File: src/rtl/regfile_wb_arbiter.sv
// regfile_wb_arbiter: register-file write-port arbiter (WB vs MDU) with MDU scoreboard and starvation guard.
// Defining RFARB_PERF_EN adds perf_stall/perf_hold/perf_mdu_wait counters.
module regfile_wb_arbiter #(
  parameter int STARVE_LIMIT = 4,
  parameter int CNT_W = 4
) (
  input  logic        clk,
  input  logic        reset,
  input  logic        wb_we,
  input  logic [4:0]  wb_reg,
  input  logic [31:0] wb_data,
  output logic        wb_hold,
  input  logic        mdu_valid,
  input  logic [4:0]  mdu_reg,
  input  logic [31:0] mdu_data,
  output logic        mdu_ready,
  input  logic        mark_valid,
  input  logic [4:0]  mark_reg,
  input  logic [4:0]  iss_rs,
  input  logic [4:0]  iss_rt,
  input  logic [4:0]  iss_rd,
  output logic        iss_stall,
  output logic        RegWrite,
  output logic [4:0]  Write_register,
  output logic [31:0] Write_data
`ifdef RFARB_PERF_EN
  ,
  output logic [31:0] perf_stall,
  output logic [31:0] perf_hold,
  output logic [31:0] perf_mdu_wait
`endif
);
  localparam logic [CNT_W-1:0] LIM = CNT_W'(STARVE_LIMIT);
  logic [31:0] busy_q, busy_d;
  logic [CNT_W-1:0] wait_q, wait_d;
  logic starve, wb_ok, mdu_gnt, wb_gnt;
  always_comb begin
    starve = mdu_valid && wait_q == LIM;
    wb_ok = wb_we && wb_reg != 5'd0;
    mdu_gnt = !reset && mdu_valid && (starve || !wb_ok);
    wb_gnt = !reset && wb_ok && !starve;
    wb_hold = !reset && starve;
    mdu_ready = mdu_gnt;
    RegWrite = wb_gnt || (mdu_gnt && mdu_reg != 5'd0);
    Write_register = wb_gnt ? wb_reg : RegWrite ? mdu_reg : 5'd0;
    Write_data = wb_gnt ? wb_data : RegWrite ? mdu_data : 32'd0;
    iss_stall = !reset && (busy_q[iss_rs] || busy_q[iss_rt] || busy_q[iss_rd]);
    wait_d = (!mdu_valid || mdu_gnt) ? '0 : (wait_q == LIM ? wait_q : wait_q + 1'b1);
    // set is OR-ed after the clear so a same-cycle mark of the retiring register wins
    busy_d = (busy_q & ~(mdu_gnt ? 32'd1 << mdu_reg : 32'd0)) | (mark_valid ? 32'd1 << mark_reg : 32'd0);
    busy_d[0] = 1'b0;
  end
  always_ff @(posedge clk) begin
    if (reset) begin
      busy_q <= '0;
      wait_q <= '0;
    end else begin
      busy_q <= busy_d;
      wait_q <= wait_d;
    end
  end
`ifdef RFARB_PERF_EN
  always_ff @(posedge clk) begin
    if (reset) begin
      perf_stall <= '0;
      perf_hold <= '0;
      perf_mdu_wait <= '0;
    end else begin
      perf_stall <= perf_stall + {31'd0, iss_stall};
      perf_hold <= perf_hold + {31'd0, wb_hold};
      perf_mdu_wait <= perf_mdu_wait + {31'd0, mdu_valid && !mdu_ready};
    end
  end
`endif
endmodule
File: config.mk
export PLATFORM = sky130hd
export DESIGN_NAME = regfile_wb_arbiter
export DESIGN_NICKNAME = d
export VERILOG_FILES = /design/src/rtl/regfile_wb_arbiter.sv
export SDC_FILE = /design/constraint.sdc
export NUM_CORES = 1
export LEC_CHECK = 0
export BUFFER_PORTS_ARGS = -buffer_cell sky130_fd_sc_hd__buf_2
export CAP_MARGIN = 0
export CORE_MARGIN = 8
export CORE_UTILIZATION = 50
export DETAILED_ROUTE_END_ITERATION = 10
export MAX_ROUTING_LAYER = met4
export PLACE_DENSITY = 0.95
export SLEW_MARGIN = 40
export SYNTH_ARGS = -nofsm -noshare
export SYNTH_HDL_FRONTEND = slang
export SYNTH_SLANG_ARGS = --single-unit
File: constraint.sdc
create_clock -name clk -period 5.25 [get_ports clk]
set_clock_uncertainty 0.15 [all_clocks]
set_input_delay 0.525 -clock clk [delete_from_list [all_inputs] [get_ports clk]]
set_output_delay 0.525 -clock clk [all_outputs]
set_load 0.005 [all_outputs]
# Word level (Yosys, flattened, before mapping)
# Index checks and enable logic that the tools add are counted.
dict set report op_classes {
  add_sub_neg 1
  magnitude_cmp 3
  eq_ne 1
  shifts 2
  mux 12
  n_bitwise 3
  n_reduce_logical 21
}
# op n
set ops {}
lappend ops {{$mux 32} 4}
lappend ops {{$shl 1x5->32 const A} 2}
lappend ops {{$and 32x32->32} 1}
lappend ops {{$not 32->32} 1}
lappend ops {{$or 32x32->32} 1}
lappend ops {{$lt 5x6->1 const B} 3}
lappend ops {{$bmux 1 s5} 3}
lappend ops {{$mux 5} 2}
lappend ops {{$reduce_bool 5->1} 2}
lappend ops {{$logic_and 1x1->1} 9}
lappend ops {{$logic_or 1x1->1} 5}
lappend ops {{$add 4x1->4 const B} 1}
lappend ops {{$eq 4x3->1 const B} 1}
lappend ops {{$logic_not 1->1} 4}
lappend ops {{$mux 1} 3}
lappend ops {{$reduce_or 2->1} 1}
dict set report totals {
  regBits 36
  input_bits 99
  out_inout_bits 41
}

# Longest topological paths before layout
# Gate-level depths: netlist (run 1).
dict set report logic_depth {
  depth_word 9
  depth_mapped 9
  depth_no_buf 7
}

# Least setup slack after synthesis (run 1)
# OpenSTA, ideal clock, no wires.
dict set report synth_timing {
  path_kind {input -> output}
  startpoint {input iss_rt[1]}
  endpoint {output iss_stall}
  arrival_time_ns 1.977
  required_ns 4.575
  setup_slack_ns 2.598
  stages 6
  cell_sequence {clkbuf_1 -> mux2_2 -> a221oi_1 -> a2111oi_0 -> a2111oi_0 -> a41oi_1}
}
dict set report synth_via {
  elab_chain_len 5
}
# item line_no
set synth_lines {}
lappend synth_lines {{from (decl)} 20} ;# input logic [4:0] iss_rt,
lappend synth_lines {{$bmux 1 s5} 47} ;# iss_stall = !reset && (busy_q[iss_rs] || busy_q[iss_rt] || busy_q[iss_rd]);
lappend synth_lines {{$mux 1 (implied by the code)} 47}
lappend synth_lines {{$logic_or 1x1->1 (2 in a row)} 47}
lappend synth_lines {{$logic_and 1x1->1} 47}
lappend synth_lines {{to (decl)} 22} ;# output logic iss_stall,
# No other way between the ends. The select of a mux whose other input is x is not followed.

# Worst setup path in the final report (run 1)
dict set report layout_timing {
  startpoint {input wb_reg[3]}
  endpoint {output Write_data[31]}
}
dict set report layout_via {
  elab_chain_len 9
  elab_cells_between_ends 11
  cone_classes {mux: 2; reduce/logical: 9}
}
# item line_no
set layout_lines {}
lappend layout_lines {{from (decl)} 10} ;# input logic [4:0] wb_reg,
lappend layout_lines {{$reduce_bool 5->1 *} 39} ;# wb_ok = wb_we && wb_reg != 5'd0;
lappend layout_lines {{$logic_and 1x1->1 *} 39}
lappend layout_lines {{$logic_not 1->1} 40} ;# mdu_gnt = !reset && mdu_valid && (starve || !wb_ok);
lappend layout_lines {{$logic_or 1x1->1} 40}
lappend layout_lines {{$logic_and 1x1->1} 40}
lappend layout_lines {{$logic_and 1x1->1} 44} ;# RegWrite = wb_gnt || (mdu_gnt && mdu_reg != 5'd0);
lappend layout_lines {{$logic_or 1x1->1} 44}
lappend layout_lines {{$mux 32} 46} ;# Write_data = wb_gnt ? wb_data : RegWrite ? mdu_data : 32'd0;
lappend layout_lines {{$mux 32 *} 46}
lappend layout_lines {{to (decl)} 25} ;# output logic [31:0] Write_data
# Mark *: on every way between the ends. The rest lies on a longest branch, timed or not.

==> flow_metrics.tcl, run 1 <==
set metrics [dict create \
    cp_slowest_cell "or4_4" \
    cap_violations 0 \
    grt_pass1_vias 3242 \
    clock-sinks 35 \
    synth_edf_count 0 \
    cts_buffers 5 \
    irDropWorstVdd_uv 110.1 \
    syn_inst 315 \
    die_h_um 90.20 \
    core_area_um2 5405 \
    cp.buffers_inverters 2 \
    setup_viol 0 \
    crit_arrival_ps 2440 \
    status "finished clean" \
    worst_slew_pin_slew_ps 658.3 \
    fp.dieW_um 90.20 \
    tritoncts "yes" \
    grt_pass1_wl_mm 15.66 \
    ys_seq_area_share_pct 25.45 \
    period_share_pct 59.35 \
    max_stage_delay_ps 550 \
    rows 27 \
    critical_path_class "primary input to output pin" \
    cts_setup_buffers 0 \
    ys.flop_type "dfxtp_1" \
    sw_frac_of_total_pct 28.20 \
    pwr-share-seq_pct 42.2 \
    async_reset_ff_share_pct 0 \
    finalHoldViolCount 0 \
    hold_class "register to register" \
    rsz0062_at_grt "false" \
    cts_max_level 2 \
    hold_buffers 0 \
    syn-cell-area_um2 2753 \
    cts_root_buf "clkbuf_8" \
    grt_max_degree 40 \
    p_int_w 0.0004641 \
    drive_gt1_share_pct 40.37 \
    synth_nets 416 \
    path_delay_family "simple AND/OR/NAND/NOR gates" \
    drt-pass1-iter-count 5 \
    ios 140 \
    synth_top_area_share_pct 25.45 \
    netlist_top_cells_area "dfxtp_1 (25%), mux4_2 (17%), a22o_1 (12%)" \
    num_vias 3141 \
    ys_warn_count 0 \
    avgRoutedWirePerCell_um 19.96 \
    fin_util_pct 65.12 \
    path_clk_slew_ps 70 \
    antenna_found_initial 2 \
    slew_headroom_pct 56.11 \
    max_freq_ghz 0.3209 \
    postCtsResizedCells 0 \
    die-area_um2 8135 \
    dp_hpwl_mm 8.227 \
    p_comb_share_pct 24.3 \
    vias_per_cell 6.159 \
    period_needed_ps 3116 \
    endpoint_kind "output pin" \
    p_switching_w 0.0001823 \
    crit_top_cell "buf_2" \
    crit_chain "buf_2, or4_4, o211ai_4, and2_1, o31a_4, a22o_1, buf_2" \
    startpoint_type "primary input" \
    crit_required_ps 4580 \
    ys_ff_latch 35 \
    crit_fanout 33 \
    synth.distinct_cells 40 \
    port_buffers 139 \
    drv_slew 0 \
    synthTopCellsByCount "a21oi_1 (37), a22o_1 (37), dfxtp_1 (35), nand2_1 (35), o21ai_0 (33)" \
    clk_latency_ps 290 \
    num-nets-final 536 \
    p_leak_nw 1.478 \
    tns_ps 0 \
    wl_mm 10.18 \
    area_growth_pct 27.86 \
    yosysTopAreaCell "dfxtp_1" \
    floorplan.initialDensity_pct 50.93 \
    gp_congestion 0.9236 \
    grt-ovfl-total 0 \
    track_usage_pct 24.37 \
    power_frac_clock_pct 33.5 \
    route.detailed.drc 0 \
    ant_nets 0 \
    drtIter0Drc 227 \
    clockBufferDepth 2 \
    synth_area_per_cell_um2 8.739 \
    powerDensity_nw_per_um2 183.7 \
]
-- cell usage in the layout, fill, tap and decap left out, types with 2 or more instances in the layout --
master,Yosys,routed
a2111oi_0,2,2
a21oi_1,37,37
a22o_1,37,37
and2_1,2,2
buf_2,4,139
clkbuf_8,0,7
dfxtp_1,35,35
diode_2,0,2
ha_1,2,2
inv_1,5,5
mux2i_1,8,8
mux4_2,21,21
nand2_1,35,35
nand3_1,12,12
nand3b_1,4,4
nand4b_1,3,3
nor2_1,12,12
nor2b_1,9,9
nor3_1,5,5
nor3b_1,5,5
o21ai_0,33,33
o311ai_0,2,2
or3b_2,2,2
xnor2_1,2,2
-- kinds of logic after synthesis --
group,count (synthesis),synth area share [%]
simple gates,96,17.91
flops,35,25.45
buf+inv,32,5.909
compound gates,118,28.68
fa+ha+maj,2,0.9089
xor+xnor,2,0.6365
mux,30,20.50
-- worst register-to-register path: stages (launching register included) --
cell      delay (ps)
dfxtp_1          350
inv_1             80
ha_1             190
nand3b_1         230
o211ai_4         190
nand4b_1         320
o21ai_0          260
a21oi_1          100
-- per-layer routing --
metal	wire length, um	track usage, %	vias up
met5	0	-	-
met4	217	10.54	0
met3	825	6.733	20
met2	5450	43.99	176
met1	3685	23.97	1494
li1	-	-	1451
-- power by group through the flow --
stage	Clock [W]	Sequential (W)	Combinational [W]
floorplan	0	0.000277	0.0000844
global placement	0	0.000278	0.000151
detailed placement	0	0.000279	0.000155
CTS	0.000216	0.000273	0.000156
global route	0.000226	0.000273	0.000170
finish	0.000217	0.000273	0.000157
-- worst paths after layout --
kind / start / end / slack, ps / cells after the start
worst min-delay path: wait_q[1]$_SDFFE_PP0P_ / wait_q[1]$_SDFFE_PP0P_ / 350 / 2
worst min register to register: wait_q[1]$_SDFFE_PP0P_ / wait_q[1]$_SDFFE_PP0P_ / 350 / 2
worst max register to register: wait_q[0]$_SDFFE_PP0P_ / busy_q[13]$_SDFF_PP0_ / 3230 / 7
worst max-delay path: wb_reg[3] / Write_data[31] / 2130 / 7
-- metrics by stage --
step / power [W] / worst slack, ps / std cells / instance area (um2) / hold WS, ps
after floorplan: 0.0003615 / 2598 / 315 / 2753 / 311.8
after global placement: 0.0004295 / 2214 / 500 / 3415 / 328.6
after detailed placement: 0.0004339 / 2146 / 500 / 3415 / 335.9
after CTS: 0.0006450 / 2152 / 508 / 3515 / 345.4
after global routing: 0.0006689 / 2002 / 510 / 3520 / 384.4
final: 0.0006464 / 2134 / 510 / 3520 / 348.9
-- sequential cells by signal, summed over array words and instances, names as in the netlist --
name    count
busy_q     31
wait_q      4
-- area by class of cell --
| cell class | count | area [um2] |
|---|---|---|
| diodes | 2 | 5.005 |
| clock buffers | 8 | 100.1 |
| fillers | 472 | 1886 |
| inverters | 5 | 18.77 |
| multi-input cells | 248 | 1902 |
| flip-flops and latches | 35 | 700.7 |
| well taps | 72 | 90.09 |
| repair buffers | 140 | 703.2 |
Note: power is estimated with default switching activity, not from simulation.
==> run 2: changes to the inputs <==
Settings changed: CORE_UTILIZATION 50 to 46, PLACE_DENSITY 0.95 to 0.9.
Clock period 5.25 ns to 3.1 ns, I/O delays scaled along.
==> run 2 against run 1 <==
Compared with the run above:
- power up 79%
- wire length up 1.0%
- sequential share of layout area down 0.26 points
- register-to-register slack worse by 2100 ps
- combinational power up 73%
- utilization down 4.2 points
- largest power group unchanged
- final area up 1.3%
- count of clock-buffer cells in the layout down 2
- critical endpoint is now Write_data[22]
- via count up 1.5%
- sequential cell count unchanged
- global-route usage down 0.78 points
==> flow_metrics.tcl, run 2 (synthesis gave the netlist of run 1 again) <==
set metrics [dict create \
    status "finished clean" \
    power_w 0.001159 \
    cts_root_buf "clkbuf_8" \
    hold_class "primary input to register" \
    track_usage_pct 23.59 \
    reg_top3 "busy_q (31), wait_q (4)" \
    grt_max_degree 34 \
    antenna_found_initial 0 \
    antennaDiodeCount 0 \
    r2r_cells 7 \
    place_ws_ps 422.3 \
    clockBufferDepth 2 \
    path_clk_slew_ps 70 \
    wl_mm 10.28 \
    ios 140 \
    num_vias 3188 \
    num-nets-final 540 \
    rows 28 \
    crit_chain "inv_1, ha_1, nand3b_1, o211ai_4, and2_1, o31a_4, a22o_1, buf_2" \
    die_h_um 93.36 \
    crit_required_ps 2640 \
    clock-sinks 35 \
    avgRoutedWirePerCell_um 19.96 \
    cp_slowest_cell "o31a_4" \
    final_cells 515 \
    startpoint_type "register" \
    endpoint_kind "output pin" \
    period_needed_ps 2824 \
    reg2reg_from "wait_q[0]$_SDFFE_PP0P_" \
    ant_nets 0 \
    vias_per_cell 6.190 \
    grt_pass1_vias 3189 \
    whs_path_depth 3 \
    dp_hpwl_mm 8.319 \
    worst_slew_pin_slew_ps 556.5 \
    port_buffers 139 \
    fp.dieW_um 93.36 \
    critical_path_class "register to output pin" \
    setup_viol 0 \
    r2r-end "busy_q[11]$_SDFF_PP0_" \
    slew_headroom_pct 62.61 \
    drive_gt1_share_pct 41.14 \
    r2r_slack_ps 1110 \
    drtIter0Drc 334 \
    max_freq_ghz 0.3541 \
    p_leak_nw 1.508 \
    largest_reg_flops 31 \
    holdCritStartpoint "mark_reg[2]" \
    final_cell_mix "buf_2 (139), a22o_1 (37), a21oi_1 (37)" \
    rsz0062_at_grt "false" \
    whs_endpoint "busy_q[13]$_SDFF_PP0_" \
    finalHoldViolCount 0 \
    grt_pass1_wl_mm 15.75 \
    finalWorstSetupSlack_ps 275.6 \
    clk_latency_ps 290 \
    tritoncts "yes" \
    period_share_pct 91.11 \
    core_area_um2 5851 \
    final_common_cell "buf_2" \
    drv_slew 0 \
    cts_max_level 2 \
    gp_congestion 0.9316 \
    dp.cells 504 \
    route.detailed.drc 0 \
    drt-pass1-iter-count 5 \
    irDropWorstVdd_uv 194.7 \
    hold_buffers 0 \
    crit_arrival_ps 2360 \
    grt-ovfl-total 0 \
    n_fill_cell 513 \
    die-area_um2 8715 \
    powerDensity_nw_per_um2 325.0 \
    area_growth_pct 29.55 \
    floorplan.initialDensity_pct 47.05 \
    tns_ps 0 \
    multiInputGateArea_um2 1902 \
    cap_violations 0 \
    regMostFlops "busy_q" \
    seq_area_um2 700.7 \
    max_stage_delay_ps 410 \
    crit_fanout 33 \
    cts_buffers 5 \
]
run 2: changes by cell type in the layout (fill, tap and decap cells not counted), sizes merged:
| cell | previous run | this run |
|---|---|---|
| diode | 2 | 0 |
| clkinv | 0 | 1 |
| clkbuf | 8 | 6 |
| bufinv | 0 | 1 |
| buf | 140 | 144 |
run 2: final cells by class:
type,count,share of cell area (%)
flip-flops and latches,35,19.65
clock inverters,2,0.9825
multi-input cells,248,53.33
well taps,75,2.632
clock buffers,6,2.316
inverters,5,0.5263
repair buffers,144,20.56
run 2: worst max-delay path: cells and delay by family, from the launching register on:
kind / cells / cell delay [ps]
simple gates: 2 / 550
flops: 1 / 350
fa+ha+maj: 1 / 190
compound gates: 3 / 810
buf+inv: 2 / 180
run 2: worst max path at each step:
stage | start | to | depth (start not counted)
final | wait_q[0]$_SDFFE_PP0P_ | Write_data[22] | 8
after global routing | wait_q[0]$_SDFFE_PP0P_ | Write_data[0] | 8
after CTS | wait_q[0]$_SDFFE_PP0P_ | Write_data[22] | 8
after detailed placement | wb_reg[3] | RegWrite | 7
after global placement | wb_reg[3] | RegWrite | 7
after floorplan | wait_q[0]$_SDFFE_PP0P_ | Write_data[21] | 8
run 2: repair_timing:
item                       in CTS  in global routing
gates resized for setup         0                  0
setup endpoints to repair       0                 20
setup buffers                   0                  3
run 2: where the power goes:
group	internal (W)	switching (W)	leakage, nW
logic	0.000131	0.000139	1.16
registers	0.000455	0.00000646	0.283
clock network	0.000260	0.000167	0.0612
run 2: per-stage QoR:
| stage | cell area (um2) | hold slack (ps) | utilization, % |
|---|---|---|---|
| finish | 3566 | 197.4 | 60.95 |
| global route | 3566 | 212.8 | 60.95 |
| CTS | 3543 | 190.1 | 60.56 |
| detailed placement | 3426 | 349.4 | 58.55 |
| global placement | 3426 | 325.2 | 58.55 |
| floorplan | 2753 | 311.8 | - |
run 2: per-layer routing:
metal	wire, um	GRT usage, %	vias up
met5	0	-	-
li1	-	-	1462
met3	777	4.888	16
met4	197	8.725	0
met2	5256	39.60	197
met1	4049	27.04	1513
